File: config.mk
export PLATFORM = sky130hd
export DESIGN_NAME = sad_scan_engine
export DESIGN_NICKNAME = d
export VERILOG_FILES = /design/src/rtl/sad_scan_engine.sv
export SDC_FILE = /design/constraint.sdc
export NUM_CORES = 1
export LEC_CHECK = 0
export ABC_AREA = 1
export CAP_MARGIN = 20
export CORE_MARGIN = 5
export CORE_UTILIZATION = 53
export CTS_CLUSTER_SIZE = 8
export DETAILED_ROUTE_END_ITERATION = 7
export PLACE_DENSITY = 0.81
export SLEW_MARGIN = 30
export SYNTH_ARGS = -nofsm -noshare
export SYNTH_HDL_FRONTEND = slang
export SYNTH_SLANG_ARGS = --single-unit
File: constraint.sdc
create_clock -name Clk -period 5.36 [get_ports Clk]
set_clock_uncertainty 0.15 [all_clocks]
set_input_delay 0.536 -clock Clk [delete_from_list [all_inputs] [get_ports Clk]]
set_output_delay 0.536 -clock Clk [all_outputs]
set_load 0.02 [all_outputs]
File: src/rtl/sad_scan_engine.sv
// sad_scan_engine
// Raster-scans every 4x4 candidate position of a FRAME_W x FRAME_W 8-bit frame
// and produces the sum of absolute differences against a latched template.
// Each result goes to the minimum-SAD comparator with a one-cycle strobe.
//
// Ports
//   Clk      clock, all state on the rising edge
//   Rst_n    synchronous active-low reset
//   Start    begin a full scan (sampled only while idle)
//   Tmpl     16-pixel template, pixel k on Tmpl[8k+7:8k], latched at Start
//   MemRe    frame memory read enable
//   MemAddr  frame memory read address, row*FRAME_W + col
//   MemData  read data, valid the cycle after MemRe
//   Sad      SAD of the emitted candidate (registered, held between strobes)
//   X, Y     position of the emitted candidate (registered, held between strobes)
//   en       one-cycle strobe: Sad/X/Y valid
//   Busy     high from Start acceptance until the scan finishes
//   Done     one-cycle pulse after the last candidate
//
// state  | meaning
// IDLE   | waiting for Start
// FETCH  | 16 reads of the current candidate, k = 0..15
// DRAIN  | last read returns; result captured into Sad/X/Y
// EMIT   | en strobe; step to the next position
// FIN    | Done pulse, back to IDLE

module sad_scan_engine #(
    parameter int FRAME_W = 65,
    parameter int MAX_POS = FRAME_W - 4,
    parameter int AW      = 13
) (
    input  logic          Clk,
    input  logic          Rst_n,
    input  logic          Start,
    input  logic [127:0]  Tmpl,
    output logic          MemRe,
    output logic [AW-1:0] MemAddr,
    input  logic [7:0]    MemData,
    output logic [11:0]   Sad,
    output logic [5:0]    X,
    output logic [5:0]    Y,
    output logic          en,
    output logic          Busy,
    output logic          Done
);

    typedef enum logic [2:0] {
        S_IDLE,
        S_FETCH,
        S_DRAIN,
        S_EMIT,
        S_FIN
    } state_t;

    state_t         state_q, state_d;
    logic [3:0]     k_q, k_d;
    logic [5:0]     pos_x_q, pos_x_d;
    logic [5:0]     pos_y_q, pos_y_d;
    logic [11:0]    acc_q, acc_d;
    logic [127:0]   tmpl_q, tmpl_d;
    logic           rd_vld_q;
    logic [3:0]     rd_k_q;
    logic [11:0]    sad_q, sad_d;
    logic [5:0]     x_q, x_d;
    logic [5:0]     y_q, y_d;

    logic [6:0]        row, col;
    logic [7:0]        tmpl_pix;
    logic signed [8:0] diff;
    logic [7:0]        mag;

    assign MemRe = (state_q == S_FETCH);
    assign en    = (state_q == S_EMIT);
    assign Done  = (state_q == S_FIN);
    assign Busy  = (state_q == S_FETCH) || (state_q == S_DRAIN) || (state_q == S_EMIT);

    assign row     = {1'b0, pos_y_q} + {5'd0, k_q[3:2]};
    assign col     = {1'b0, pos_x_q} + {5'd0, k_q[1:0]};
    assign MemAddr = MemRe ? (AW'(row) * AW'(FRAME_W) + AW'(col)) : '0;

    // Read data belongs to the pixel requested one cycle earlier.
    assign tmpl_pix = tmpl_q[{rd_k_q, 3'b000} +: 8];
    assign diff     = $signed({1'b0, MemData}) - $signed({1'b0, tmpl_pix});
    assign mag      = diff[8] ? 8'(-diff) : diff[7:0];

    assign Sad = sad_q;
    assign X   = x_q;
    assign Y   = y_q;

    always_comb begin
        state_d = state_q;
        k_d     = k_q;
        pos_x_d = pos_x_q;
        pos_y_d = pos_y_q;
        tmpl_d  = tmpl_q;
        sad_d   = sad_q;
        x_d     = x_q;
        y_d     = y_q;
        acc_d   = rd_vld_q ? (acc_q + 12'(mag)) : acc_q;

        case (state_q)
            S_IDLE: begin
                if (Start) begin
                    tmpl_d  = Tmpl;
                    pos_x_d = '0;
                    pos_y_d = '0;
                    acc_d   = '0;
                    k_d     = '0;
                    state_d = S_FETCH;
                end
            end
            S_FETCH: begin
                k_d = k_q + 4'd1;
                if (k_q == 4'd15) begin
                    state_d = S_DRAIN;
                end
            end
            S_DRAIN: begin
                // acc_d already includes the 16th pixel arriving this cycle.
                sad_d   = acc_d;
                x_d     = pos_x_q;
                y_d     = pos_y_q;
                state_d = S_EMIT;
            end
            S_EMIT: begin
                acc_d = '0;
                k_d   = '0;
                if (pos_x_q < 6'(MAX_POS)) begin
                    pos_x_d = pos_x_q + 6'd1;
                    state_d = S_FETCH;
                end else if (pos_y_q < 6'(MAX_POS)) begin
                    pos_x_d = '0;
                    pos_y_d = pos_y_q + 6'd1;
                    state_d = S_FETCH;
                end else begin
                    state_d = S_FIN;
                end
            end
            S_FIN: begin
                state_d = S_IDLE;
            end
            default: begin
                state_d = S_IDLE;
            end
        endcase
    end

    always_ff @(posedge Clk) begin
        if (!Rst_n) begin
            state_q  <= S_IDLE;
            k_q      <= '0;
            pos_x_q  <= '0;
            pos_y_q  <= '0;
            acc_q    <= '0;
            tmpl_q   <= '0;
            rd_vld_q <= 1'b0;
            rd_k_q   <= '0;
            sad_q    <= '0;
            x_q      <= '0;
            y_q      <= '0;
        end else begin
            state_q  <= state_d;
            k_q      <= k_d;
            pos_x_q  <= pos_x_d;
            pos_y_q  <= pos_y_d;
            acc_q    <= acc_d;
            tmpl_q   <= tmpl_d;
            rd_vld_q <= MemRe;
            rd_k_q   <= k_q;
            sad_q    <= sad_d;
            x_q      <= x_d;
            y_q      <= y_d;
        end
    end

endmodule
=== Word level (Yosys, flattened, before mapping) ===
Index checks and enable logic that the tools add are counted.

* Register bits after elaboration: 188
* Bits in latches: 0
* Memory bits (writable): 0
* ROM bits: 0
* Input bits: 139
* Output and inout bits: 41
* Logic and storage cells: 63
* Memories kept: 0

* Add/sub/neg operators: 9
* Multipliers: 1
* Div/mod/pow operators: 0
* Magnitude comparators: 2
* Equal/unequal tests: 10
* Shifts and indexed selects: 1
* Muxes and demuxes: 19
* Bitwise logic cells: 0
* Reduce and logical (&&, ||, !) cells: 10

{| class="wikitable"
|+ Operators with widths
! cell !! number
|-
| variable part select 128 x 8 -> 8 bit || 1
|-
| 2-to-1 mux 6 bit || 5
|-
| 2-to-1 mux 12 bit || 2
|-
| case mux 12 bit (2 select lines) || 1
|-
| case mux 6 bit (2 select lines) || 2
|-
| adder 6 x 2 -> 7 bit || 2
|-
| adder 13 x 7 -> 13 bit || 1
|-
| multiplier 7 x 7 -> 13 bit, second input constant || 1
|-
| 2-to-1 mux 13 bit || 1
|-
| adder 12 x 8 -> 12 bit || 1
|-
| adder 6 x 1 -> 6 bit, second input constant || 2
|-
| less-than comparator 6 bit, second input constant || 2
|-
| 2-to-1 mux 3 bit || 4
|-
| case mux 3 bit (4 select lines) || 1
|-
| case mux 4 bit (3 select lines) || 1
|-
| subtractor 8 x 8 -> 9 bit || 1
|-
| 2-to-1 mux 8 bit || 1
|-
| negation 8 bit || 1
|-
| equality test 3 x 2 -> 1 bit, second input constant || 2
|-
| AND reduction 2 bit || 3
|-
| adder 4 x 1 -> 4 bit, second input constant || 1
|-
| equality test 4 bit, second input constant || 1
|-
| 2-to-1 mux 4 bit || 1
|-
| inequality test 2 x 1 -> 1 bit, second input constant || 2
|-
| other kinds (10) || 12
|}

=== Depth between registers and ports, before layout ===
Gate-level depths: netlist (run 1).

* Depth in word-level cells: 8
* Depth in mapped cells: 31
* Depth with buffers taken out: 30

=== Least setup slack after synthesis (run 1) ===
No wires, ideal clock.

* Path type: reg2out
* Start: reg k_q[2]
* End: out MemAddr[10]
* Arrival time: 3.428 ns
* Data required time: 4.674 ns
* Slack: 1.246 ns
* Stages on the path, launching flop included: 19
* Path buffers: 0
* Path through: dfxtp_1 -> ha_1 -> fa_1 -> xor2_1 -> ha_1 -> inv_1 -> fa_1 -> inv_1 -> ha_1 -> fa_1 -> nand2_1 -> nor2_1 -> o21ai_0 -> nand2_1 -> nand2_1 -> nand2_1 -> nand3_1 -> nand2_1 -> nor2_1

* Cells in the longest elaborated chain, start to end: 4

{| class="wikitable"
|+ RTL lines
! element !! line !! RTL
|-
| from (decl) || 56 || <nowiki>logic [3:0] k_q, k_d;</nowiki>
|-
| from (signal assigned) || 163 || <nowiki>k_q <= k_d;</nowiki>
|-
| adder 6 x 2 -> 7 bit || 77 || <nowiki>assign row = {1'b0, pos_y_q} + {5'd0, k_q[3:2]};</nowiki>
|-
| multiplier 7 x 7 -> 13 bit || 79 || <nowiki>assign MemAddr = MemRe ? (AW'(row) * AW'(FRAME_W) + AW'(col)) : '0;</nowiki>
|-
| adder 13 x 7 -> 13 bit || 79 ||
|-
| 2-to-1 mux 13 bit || 79 ||
|-
| to (decl) || 37 || <nowiki>output logic [AW-1:0] MemAddr,</nowiki>
|}

Every way passes these cells.

=== Final worst setup path (run 1) ===
* Start: reg k_q[2]
* End: out MemAddr[8]

Same word-level chain as after synthesis.

==> impl_metrics.env, run 1 <==
export IMPL_grt_max_degree=118
export IMPL_hp_class="register to register"
export IMPL_synth_top_area_share_pct=38.55
export IMPL_path_delay_family="adder cells"
export IMPL_postSynthAreaPerCell_sq_um=7.024
export IMPL_critical_path_class="register to output pin"
export IMPL_synth_cell_types=40
export IMPL_synth_top_area_cell="dfxtp_1"
export IMPL_vdd_drop_max_uv=285.2
export IMPL_routabilityCongestion=0.9020
export IMPL_viasPerCell=5.449
export IMPL_multi_input_area_sq_mm=0.004981
export IMPL_antenna_found_initial=3
export IMPL_rows=49
export IMPL_end_kind="output pin"
export IMPL_final_nets=1712
export IMPL_fillers=1563
export IMPL_die_area_sq_mm=0.02124
export IMPL_fmax_ghz=0.2001
export IMPL_critPathRequiredTime_ns=4.67
export IMPL_synth_seq_cells=188
export IMPL_drc=0
export IMPL_drt_pass1_iterations=5
export IMPL_cts_setup_buffers=0
export IMPL_place_inst=1731
export IMPL_num_antenna_cells=0
export IMPL_cts_sinks=188
export IMPL_die_x_um=145.7
export IMPL_cp_cell_sequence="ha_1 > fa_1 > xor2_1 > ha_1 > inv_1 > fa_1 > inv_1 > ha_1 > fa_1 > nand2_1 > nor2_1 > o21ai_0 > nand2_1 > nand2_1 > nand2_1 > nor2_1 > clkdlybuf4s50_1"
export IMPL_drt_iter0_drc=670
export IMPL_stdcell_count=1763
export IMPL_worst_slack_ns=0.3619
export IMPL_slowest_stage="clkdlybuf4s50_1"
export IMPL_ctsHtreeMaxLevel=4
export IMPL_wl_per_cell_um=16.05
export IMPL_dp_hpwl_um=20210
export IMPL_synth_fp_nets=1580
export IMPL_syn_to_final_growth_pct=24.93
export IMPL_synth_seq_area_share_pct=38.55
export IMPL_initial_core_util_pct=54.16
export IMPL_core_sq_mm=0.01802
export IMPL_drive_gt1_share_pct=4.628
export IMPL_clk_latency_ns=0.43
export IMPL_ctsHoldBuffers=0
export IMPL_hold_viol=0
export IMPL_die_h_um=145.7
export IMPL_power_density_mw_per_mm2=308.2
export IMPL_drv_cap=0
export IMPL_place_ws_ns=0.6524
export IMPL_slew_violations=0
export IMPL_routed_wl_um=28300
export IMPL_slew_headroom_pct=48.93
export IMPL_clkSlewWorstSetupHoldPaths_ns=0.07
export IMPL_layout_commonest_cell="nand2_1"
export IMPL_ant_nets=0
export IMPL_fin_crit_ns=4.998
export IMPL_vias=9607
export IMPL_seqCellArea_sq_mm=0.003769
export IMPL_grt_overflow_total=0
export IMPL_grt_util_all_layers_pct=25.96
export IMPL_portBuffers=179
export IMPL_fin_area_sq_mm=0.01220
export IMPL_syn_area_sq_mm=0.009763
export IMPL_place_area_sq_mm=0.01156
export IMPL_path_common_cell="nand2_1"
export IMPL_setup_tns_final_ns=0
export IMPL_cts_tree="done"
export IMPL_max_stage_delay_ns=0.60
export IMPL_outcome="finished clean"
export IMPL_synth_warnings=0
export IMPL_crit_buf_inv=3
export IMPL_io_pins=180
export IMPL_p_leak_nw=5.238
export IMPL_tightest_slew_ns=0.7660
export IMPL_grt_pass1_wl_um=45820
export IMPL_startpoint_type="register"
export IMPL_grt_pass1_vias=9190
export IMPL_finalSetupViolCount=0
export IMPL_path_max_fanout=6
export IMPL_async_flop_share_pct=0
export IMPL_numCtsBuffers=17
export IMPL_arrival_ns=4.31
export IMPL_finalPower_mw=3.759
export IMPL_synth_top_cells_by_area="dfxtp_1, a21oi_1, nand2_1"
export IMPL_rsz0062_at_grt="no"
export IMPL_final_cell_mix="nand2_1, a21oi_1, dfxtp_1, clkdlybuf4s50_1, inv_1"
export IMPL_clockRootBuffer="clkbuf_16"
export IMPL_post_route_period_util_pct=93.25
export IMPL_syn_inst=1390
export IMPL_clockBufferDepth=2
export IMPL_cts_resized=0
export IMPL_synth_edff_count=0
export IMPL_synth_main_ff_cell="dfxtp_1"
==> state kept, by name, summed over array words and instances (netlist names) <==
signal    cells
acc_q        12
rd_k_q        4
pos_y_q       6
Sad          12
tmpl_q      128
k_q           4
X             6
Y             6
pos_x_q       6
state_q       3
rd_vld_q      1
==> logic make-up after synthesis <==
family / after synthesis / share of synthesized area [%]
and+or+nand+nor: 453 / 19.54
AOI/OAI and AO/OA: 426 / 22.73
buffers and inverters: 253 / 10.43
DFF: 188 / 38.55
adders and majority gates: 51 / 6.997
xor gates and xnor gates: 16 / 1.435
muxes: 3 / 0.3076
==> cell usage after synthesis, types with 3 or more instances <==
master    count
a21o_1        3
a21oi_1     239
a31oi_1       3
buf_2        28
buf_4         8
clkbuf_1     38
dfxtp_1     188
fa_1          6
ha_1         45
inv_1       169
inv_2         6
mux2i_1       3
nand2_1     297
nand2_2       6
nand3_1      42
nand4_1      11
nor2_1       76
nor2_2        3
nor2_4        5
nor3_1        5
o21a_1        3
o21ai_0     157
o221ai_1     16
xnor2_1       3
xor2_1       13
==> path summary, 6_finish.rpt <==
path	from	end	slack, ns	depth (start not counted)
hold / removal	tmpl_q[59]	tmpl_q[59]	0.31	2
setup / recovery	k_q[2]	MemAddr[8]	0.36	17
setup reg to reg	rd_k_q[0]	Sad[11]	0.63	27
hold reg to reg	tmpl_q[59]	tmpl_q[59]	0.31	2
==> per-layer routing <==
layer	track usage, %	share of wire (%)	wire length (um)
met5	0	0.14	39
met4	9.049	2.9	811
met3	7.163	7.6	2151
met2	42.22	47	13340
met1	33.20	42	11950
==> cell type report <==
cell class | instances | area share [%]
Clock buffer | 19 | 3.632
Multi-Input combinational cell | 949 | 40.84
Sequential cell | 188 | 30.90
Timing Repair Buffer | 190 | 15.56
Tap cell | 229 | 2.349
Inverter | 176 | 5.437
Clock inverter | 12 | 1.282
==> stage by stage <==
step / hold slack [ns] / util, %
final: 0.3060 / 67.67
after global routing: 0.3290 / 67.67
after CTS: 0.3064 / 67.46
after detailed placement: 0.2965 / 64.14
after global placement: 0.2894 / 64.14
after floorplan: 0.2797 / -
==> report_power, final <==
group | switching [mW] | internal (mW)
combinational | 0.543 | 0.357
sequential | 0.0636 | 1.50
clock | 0.577 | 0.713
total | 1.18 | 2.58
==> worst reg2reg max path, cell delays in order (launching register included) <==
cell and delay [ns]:
dfxtp_4 0.83, buf_4 0.42, a21oi_1 0.10, o21ai_0 0.07
o21ai_0 0.12, o221ai_1 0.22, nand2_1 0.17, fa_1 0.59
ha_1 0.19, inv_1 0.05, nor2_1 0.10, nand3_1 0.12
nor2_1 0.12, nand2_1 0.08, nand2_1 0.07, nand2_1 0.05
nand2_1 0.06, inv_1 0.04, ha_1 0.31, nand2_1 0.10
nor2_1 0.14, nand3_1 0.08, nand3_1 0.14, nand3_1 0.08
nand2_1 0.08, nand3_1 0.07, nand2_1 0.06, inv_1 0.04
(Power assumes the default switching activity.)
==> inputs of run 2 (changes only) <==
CELL_PAD_IN_SITES_DETAIL_PLACEMENT = 1   (was not set)
CELL_PAD_IN_SITES_GLOBAL_PLACEMENT = 1   (was not set)
CORE_UTILIZATION = 38   (was 53)
GPL_ROUTABILITY_DRIVEN = 0   (was not set)
PLACE_DENSITY = not set   (was 0.81)
PLACE_DENSITY_LB_ADDON = 0.1   (was not set)
==> run 2 against run 1 <==
Effect of this change: clock power hardly changed; sequential share of layout area shrank 0.46 points; count of clock-buffer cells in the layout is 1 lower; final cell count increased by 6.0%; non-clock buffer count rose by 3.
==> impl_metrics.env, run 2 (synthesized netlist as in run 1, its figures left out) <==
export IMPL_routed_wl_um=31980
export IMPL_vias=9489
export IMPL_die_h_um=170.3
export IMPL_startpoint_type="register"
export IMPL_final_cell_mix="nand2_1, a21oi_1, dfxtp_1, clkdlybuf4s50_1, inv_1"
export IMPL_grt_pass1_vias=9905
export IMPL_seqCellArea_sq_mm=0.003769
export IMPL_drt_pass1_iterations=4
export IMPL_final_core_util_pct=49.02
export IMPL_fin_crit_ns=5.016
export IMPL_grt_overflow_total=0
export IMPL_initial_core_util_pct=38.66
export IMPL_p_leak_nw=5.264
export IMPL_critical_path_class="register to output pin"
export IMPL_syn_to_final_growth_pct=26.80
export IMPL_whs_path_depth=2
export IMPL_wl_per_cell_um=17.12
export IMPL_largest_reg_flops=128
export IMPL_post_route_period_util_pct=93.58
export IMPL_core_sq_mm=0.02525
export IMPL_cts_sinks=188
export IMPL_slew_headroom_pct=37.71
export IMPL_regToRegEndpoint="Sad[9]"
export IMPL_whs_ns=0.3104
export IMPL_portBuffers=179
export IMPL_end_kind="output pin"
export IMPL_outcome="finished clean"
export IMPL_viasPerCell=5.080
export IMPL_r2r_slack_ns=0.65
export IMPL_drc=0
export IMPL_cts_tree="done"
export IMPL_critPathRequiredTime_ns=4.67
export IMPL_ctsHtreeMaxLevel=4
export IMPL_hold_path_endpoint="tmpl_q[29]"
export IMPL_die_x_um=170.3
export IMPL_drv_cap=0
export IMPL_ant_nets=0
export IMPL_fmax_ghz=0.1994
export IMPL_slew_violations=0
export IMPL_die_area_sq_mm=0.02900
export IMPL_hp_class="register to register"
export IMPL_top_register="tmpl_q"
export IMPL_place_ws_ns=0.5769
export IMPL_cts_setup_buffers=0
export IMPL_io_pins=180
export IMPL_setup_tns_final_ns=0
export IMPL_layout_commonest_cell="nand2_1"
export IMPL_arrival_ns=4.33
export IMPL_multi_input_area_sq_mm=0.004981
export IMPL_rows=58
export IMPL_finalSetupViolCount=0
export IMPL_drive_gt1_share_pct=4.941
export IMPL_clk_latency_ns=0.44
export IMPL_final_nets=1715
export IMPL_vdd_drop_max_uv=151.8
export IMPL_drt_iter0_drc=498
export IMPL_reg2reg_from="rd_k_q[0]"
export IMPL_fillers=3197
export IMPL_dp_hpwl_um=23310
export IMPL_numCtsBuffers=17
export IMPL_hold_start="tmpl_q[29]"
export IMPL_tightest_slew_ns=0.9344
export IMPL_antenna_found_initial=1
export IMPL_rsz0062_at_grt="no"
export IMPL_num_antenna_cells=0
export IMPL_hold_viol=0
export IMPL_clkSlewWorstSetupHoldPaths_ns=0.08
export IMPL_clockRootBuffer="clkbuf_16"
export IMPL_grt_util_all_layers_pct=21.91
export IMPL_grt_pass1_wl_um=51180
export IMPL_ff2ff_path_depth=26
export IMPL_grt_max_degree=99
export IMPL_clockBufferDepth=2
export IMPL_power_density_mw_per_mm2=305.6
export IMPL_worst_slack_ns=0.3441
export IMPL_path_max_fanout=6
-- run 2: changes by cell type in the layout (fill, tap and decap cells not counted), moves of 2 or more --
cell | before | now
buf_12 | 0 | 2
clkinv_4 | 3 | 1
bufinv_16 | 2 | 0
inv_6 | 2 | 5
buf_4 | 9 | 11
clkinv_8 | 1 | 6
-- run 2: critical path, cell delays in order (launching register included) --
cell and delay [ns]:
dfxtp_1 0.37, ha_1 0.24, fa_1 0.40, xor2_1 0.19, ha_1 0.30, inv_1 0.05
fa_1 0.53, inv_1 0.04, ha_1 0.21, fa_1 0.38, nand2_1 0.09, nor2_1 0.05
o21ai_0 0.15, nand2_1 0.09, nand2_1 0.08, nand2_1 0.05, nor2_1 0.08, clkdlybuf4s50_1 0.60
-- run 2: repair_timing --
| action | in CTS | in global routing |
|---|---|---|
| endpoints found under the setup margin | 0 | 2 |
| resized for setup | 0 | 2 |
| hold buffers | 0 | 0 |
-- run 2: cell type report --
| class | count | share of cell area, % |
|---|---|---|
| Timing Repair Buffer | 193 | 15.69 |
| Inverter | 176 | 5.357 |
| Clock inverter | 14 | 1.395 |
| Sequential cell | 188 | 30.44 |
| Tap cell | 330 | 3.335 |
| Multi-Input combinational cell | 949 | 40.24 |
| Clock buffer | 18 | 3.548 |
-- run 2: report_power, final --
part	internal, mW	switching, mW
sequential	1.50	0.0589
combinational	0.361	0.558
clock	0.645	0.657
-- run 2: routing by layer --
| layer | wire (um) | vias up | part of all wire [%] | track usage (%) |
|---|---|---|---|---|
| met3 | 1284 | 24 | 4.0 | 3.902 |
| met4 | 373 | 2 | 1.2 | 4.792 |
| met2 | 15960 | 139 | 50 | 39.13 |
| met5 | 13 | - | 0.041 | 0 |
| met1 | 14350 | 4509 | 45 | 27.62 |
| li1 | - | 4815 | - | - |
-- run 2: through the flow --
stage          instances  area, sq um  total power [mW]
2_1_floorplan       1390         9763             2.180
3_3_place_gp        1835        11740             2.487
3_5_place_dp        1835        11740             2.508
4_1_cts             1867        12350             3.827
5_1_grt             1868        12380             4.007
6_report            1868        12380             3.784
-- run 2: worst max-delay path by stage --
| stage | start | endpoint | slack (ns) | cells after the start |
|---|---|---|---|---|
| 5_1_grt | k_q[2] | MemAddr[8] | 0.06 | 17 |
| 2_1_floorplan | k_q[2] | MemAddr[10] | 1.25 | 18 |
| 3_5_place_dp | k_q[2] | MemAddr[10] | 0.58 | 19 |
| 4_1_cts | k_q[2] | MemAddr[10] | 0.11 | 19 |
| 3_3_place_gp | k_q[2] | MemAddr[10] | 0.63 | 19 |
| 6_report | k_q[2] | MemAddr[8] | 0.34 | 17 |
